### src/rtl/bram.sv
// Single-port synchronous block RAM with registered, read-first output.
// Define BRAM_OUT_REG_EN to add a second output register (2-cycle read latency).
module bram #(
  parameter int DATA_WIDTH = 8,
  parameter int ADDR_WIDTH = 4,
  localparam int DEPTH = 1 << ADDR_WIDTH
) (
  input  logic                  clk,
  input  logic                  rst,
  input  logic                  write_enable,
  input  logic                  read_enable,
  input  logic [ADDR_WIDTH-1:0] address,
  input  logic [DATA_WIDTH-1:0] data_in,
  output logic [DATA_WIDTH-1:0] data_out
);

  // Strobes: no valid/ready handshake. write_enable and read_enable are each
  // accepted on every rising clk edge where rst is low; there is never backpressure.

  // Zero initial contents become the FPGA bitstream init as well as the sim start value.
  logic [DATA_WIDTH-1:0] mem [DEPTH] = '{default: '0};

  // The array has no reset; rst only blocks writes.
  always_ff @(posedge clk) begin
    if (!rst && write_enable) begin
      mem[address] <= data_in;
    end
  end

`ifdef BRAM_OUT_REG_EN
  logic [DATA_WIDTH-1:0] rd_q;

  // Both stages sample mem before this edge's write lands, giving read-first behaviour.
  always_ff @(posedge clk or posedge rst) begin
    if (rst) begin
      rd_q     <= '0;
      data_out <= '0;
    end else begin
      if (read_enable) begin
        rd_q <= mem[address];
      end
      data_out <= rd_q;
    end
  end
`else
  always_ff @(posedge clk or posedge rst) begin
    if (rst) begin
      data_out <= '0;
    end else if (read_enable) begin
      data_out <= mem[address];
    end
  end
`endif

endmodule

### config.mk
export PLATFORM = sky130hd
export DESIGN_NAME = bram
export DESIGN_NICKNAME = d
export VERILOG_FILES = /design/src/rtl/bram.sv
export SDC_FILE = /design/constraint.sdc
export NUM_CORES = 1
export LEC_CHECK = 0
export CAP_MARGIN = 20
export CORE_ASPECT_RATIO = 1.1
export CORE_UTILIZATION = 42
export CTS_CLUSTER_SIZE = 10
export DETAILED_ROUTE_END_ITERATION = 10
export GPL_TIMING_DRIVEN = 0
export PLACE_DENSITY = 0.62
export RECOVER_POWER = 25
export SLEW_MARGIN = 10
export SYNTH_ARGS = -nofsm -noshare
export SYNTH_HDL_FRONTEND = slang
export SYNTH_SLANG_ARGS = --single-unit
### constraint.sdc
create_clock -name clk -period 1.3 [get_ports clk]
set_clock_uncertainty 0.05 [all_clocks]
set_input_delay 0.39 -clock clk [delete_from_list [all_inputs] [get_ports clk]]
set_output_delay 0.39 -clock clk [all_outputs]
set_load 0.005 [all_outputs]
# After elaboration in Yosys (flattened, before gate mapping)

Memory sizes are Yosys's and may differ from the RTL's. A register that Yosys moved wholly into a read port is not among the register bits.
Index checks and enable logic that the tools add are counted.
W data, S select, Z words.

Reduce and logical (&&, ||, !) cells: 2
Mux-type cells: 2

Operators by type and width:

| kind                | number |
|---|---|
| $mux W1             | 2 |
| $logic_and A1 B1 Y1 | 1 |
| $logic_not A1 Y1    | 1 |

Memories: 1
Output and inout port bits: 8
Register bits after elaboration: 0
RAM bits: 128

Memory list:

| memory | words | width | rd ports | clocked after memory_dff | write ports | RTL line | text |
|---|---|---|---|---|---|---|---|
| mem    | 16    | 8     | 1        | 1                        | 1           | 21       | `logic [DATA_WIDTH-1:0] mem [DEPTH] = '{default: '0};` |

# Longest topological paths before layout

Depth after elaboration: 4
Mapped depth: 7

# Worst setup path after synthesis

OpenSTA, ideal clock, no wires.

Path type: input-to-reg
Start: input port address[0]
End: memory mem[0][0], enable pin
Stages: 6
Setup slack: -834 ps
Data arrival time: 1701 ps
Required time: 867 ps
Path buffers: 3
Cells stage by stage: buf_6 > buf_6 > buf_6 > nor2_1 > nand2_1 > nor3_1

RTL lines:

| what            | RTL line | text |
|---|---|---|
| start, declared | 12       | `input logic [ADDR_WIDTH-1:0] address,` |
| end, declared   | 21       |  |

No word-level cell before the write port.

==> metrics.md <==
| Metric | Value |
|---|---|
| Total number of vias | 2997 |
| DRC errors left | 0 |
| Net Count, Synth | 299 |
| Max_slew headroom | between 50% and 60% |
| Syn-to-layout area delta | 37.5% |
| Vias/cell | ~5.6 |
| Vert. Die Dim | around 120 um |
| Max IR drop VDD | roughly 0.00076 V |
| Clock latency on the worst-skew pair | 0.41 ns |
| Bufs on Longest Clock Path | 2 |
| CTS Buf Count | 17 |
| Root Driver | clkbuf_16 |
| Cell Pwr Density | between 1000 and 1500 mW/mm^2 |
| Combinational fraction of design power | under 10% |
| Max-cap violations | 0 |
| Yosys warns | 0 |
| Flops & latches, synth | between 100 and 150 |
| Final Critical Period | roughly 1.4 ns |
| Io pins | 24 |
| Switching fraction of total power | 20.0% |
| Sw Pwr | between 2 and 2.5 mW |
| Die outline area | between 0.01 and 0.015 mm^2 |
| Crit path kind | reg2reg |
| Starting Density | 43.6% |
| Worst-path cell with the longest stage delay | mux4_2 |
| Final hold vios | 0 |
| CP Cell Sequence | mux4_2 > a22oi_2 > a31oi_1 |
| DR WL/cell | around 24 um |
| Reg power frac | 46.5% |
| Slew @ Worst Pin | approximately 0.7 ns |
| Final Cycle Share | 108% |
| Clock Pin Slew Worst Setup and Hold Paths | ~0.05 ns |
| Worst setup EP type | register |
| Synth area leaders | edfxtp_1 (72%), mux2i_1 (6.0%), mux4_2 (5.5%) |
| Setup violators final | 50 |
| Crit path buf inv count | 0 |
| Layout fillers | 848 |
| Top delay family on crit path | multiplexers |
| Status | finished with violations |
| Synth area leader | edfxtp_1 |
| Fin worst setup slack | -0.101 ns |
| Antenna violations before repair | 0 |
| Iter 0 DRT Violations | slightly above 200 |
| Post-route ant nets | 0 |
| Sequential-to-total area share from yosys stat | approximately 76% |
| PortBufs | 21 |
| Total GRT Usage | between 20% and 30% |
| Layout cells sized above 1 | a little over two fifths |
| Startpoint Class | register |
| CTS H-tree lvls | 4 |
| DR pass1 iterations | 4 |
| Final net count | 387 |
| Synth Cell Area | 0.00531 mm^2 |
| Crit-path max FO | 1 |
| Cell internal pwr | around 8.4 mW |
| Crit path largest cell delay | approximately 0.52 ns |
| Clk pwr share | a little under half |
| Netlist cell types | 24 |
| Post-synth top area share | 72.4% |
| Die Wd | 109 um |
| Maximum clock frequency | ~710 MHz |
| Sink Count | approximately 140 |
| Crit path required time | roughly 1.5 ns |
| Max Slew Vio Count | 0 |
| FP Rows | 42 |
| First-pass GRT wire length | 18600 um |
| Violated checks | setup timing |
| WP data arrival | approximately 1.6 ns |
| Final instance area | about 0.0073 mm^2 |
| Final core occ | about three fifths |
| Total Power | roughly 11 mW |
| Syn avg cell area | 18.8 um^2 |
| GP Congestion | about 0.76 |
| N_diodes | 0 |
| GRT overflow | 0 |
| Hold Path Class | in2reg |
| Pleak | 2.54 nW |
| Vias in the first global route | approximately 3000 |
| RSZ-0062 raised after global routing | true |
| HPWL after DPL | 7070 um |
| Core area | ~0.012 mm^2 |
| Routed wire length | about 13000 um |
| Area post-placement | approximately 0.0059 mm^2 |
| Largest net degree at the start of global routing | 17 |
| Syn Inst Count | 283 |
| CTS tree | done |
-- registers in the layout (all words and copies together) (netlist names) --
register	count
mem	128
data_out	8
-- cell families (layout without fill, tap and decap cells) --
| kind of cell | after synthesis | after routing | synth area share [%] |
|---|---|---|---|
| flops | 136 | 136 | 76.1 |
| simple gates | 56 | 56 | 4.90 |
| mux | 48 | 48 | 13.0 |
| compound gates | 29 | 29 | 3.89 |
| buf+inv | 14 | 115 | 2.05 |
-- cell usage after synthesis, drive strengths merged --
master,number
a22oi,8
a31oi,8
buf,10
clkbuf,3
dfrtp,8
edfxtp,128
inv,1
mux2i,32
mux4,16
nand2,7
nand2b,6
nand3,5
nand3b,3
nor2,27
nor2b,3
nor3,4
o221a,3
o22ai,10
or3b,1
-- cell type report --
| cell class | count | area [um^2] | area share (%) |
|---|---|---|---|
| Sequential cell | 136 | 4040 | 55.4 |
| Multi-Input combinational cell | 133 | 1500 | 20.6 |
| Timing Repair Buffer | 69 | 773 | 10.6 |
| Clock buffer | 21 | 440 | 6.03 |
| Buffer | 13 | 193 | 2.64 |
| Tap cell | 154 | 193 | 2.64 |
| Clock inverter | 11 | 154 | 2.11 |
| Inverter | 1 | 3.75 | 0.0514 |
-- through the flow --
step	cells	setup TNS [ns]	worst slack [ns]	hold WS, ns
6_report	538	-1.52	-0.101	0.339
5_1_grt	538	-3.05	-0.145	0.361
4_1_cts	526	-1.65	-0.0992	0.329
3_5_place_dp	458	-202.79	-1.38	0.493
3_3_place_gp	458	-194.00	-1.38	0.476
2_1_floorplan	283	-54.31	-0.471	0.156
-- final timing paths --
kind / from / endpoint / slack, ns / cells after the start
worst max-delay path: mem[9][3] / data_out[3] / -0.10 / 3
worst min-delay path: read_enable / data_out[7] / 0.34 / 3
worst max register to register: mem[9][3] / data_out[3] / -0.10 / 3
worst min register to register: data_out[7] / data_out[7] / 0.51 / 2
max in group asynchronous: rst / data_out[1] / 0.41 / 3
min in group asynchronous: rst / data_out[5] / 0.54 / 3
-- per-layer routing --
layer,GRT usage [%],vias up,part of all wire [%]
met5,0,-,0
met4,8.00,0,3.0
met3,4.62,28,6.8
met2,32.4,115,51
met1,27.8,1527,39
li1,-,1327,-
-- timing repair --
action,4_1_cts,5_1_grt
cloned,1,0
endpoints found under the hold margin,8,0
setup endpoints to repair,144,136
gates resized for setup,105,18
pin swaps,21,5
hold buffers,1,0
buffers inserted,34,12
-- cell usage in the layout (no fill, tap or decap), drive strengths merged --
cell type	netlist	final
a31oi	8	8
edfxtp	128	128
clkdlybuf4s50	0	6
nand3	5	5
or3b	1	1
nor2	27	27
nand3b	3	3
dlygate4sd3	0	3
o221a	3	3
clkdlybuf4s15	0	1
clkinv	0	6
mux4	16	16
dfrtp	8	8
inv	1	1
nand2b	6	6
bufinv	0	4
nor3	4	4
a22oi	8	8
buf	10	69
nor2b	3	3
clkbuf	3	24
nand2	7	7
mux2i	32	32
clkinvlp	0	1
o22ai	10	10
-- power by group through the flow --
| stage | sequential, mW | clock (mW) | combinational [mW] |
|---|---|---|---|
| after floorplan | 4.99 | 0 | 0.318 |
| after global routing | 4.91 | 5.09 | 0.852 |
| after CTS | 4.91 | 4.88 | 0.736 |
| after detailed placement | 5.00 | 0 | 0.589 |
| after global placement | 4.99 | 0 | 0.579 |
| final | 4.91 | 4.83 | 0.806 |
-- worst register-to-register path: stages (launching register included) --
cell	delay [ns]
edfxtp_1	0.39
mux4_2	0.52
a22oi_2	0.20
a31oi_1	0.10
Note: power is estimated with default switching activity, not from simulation.
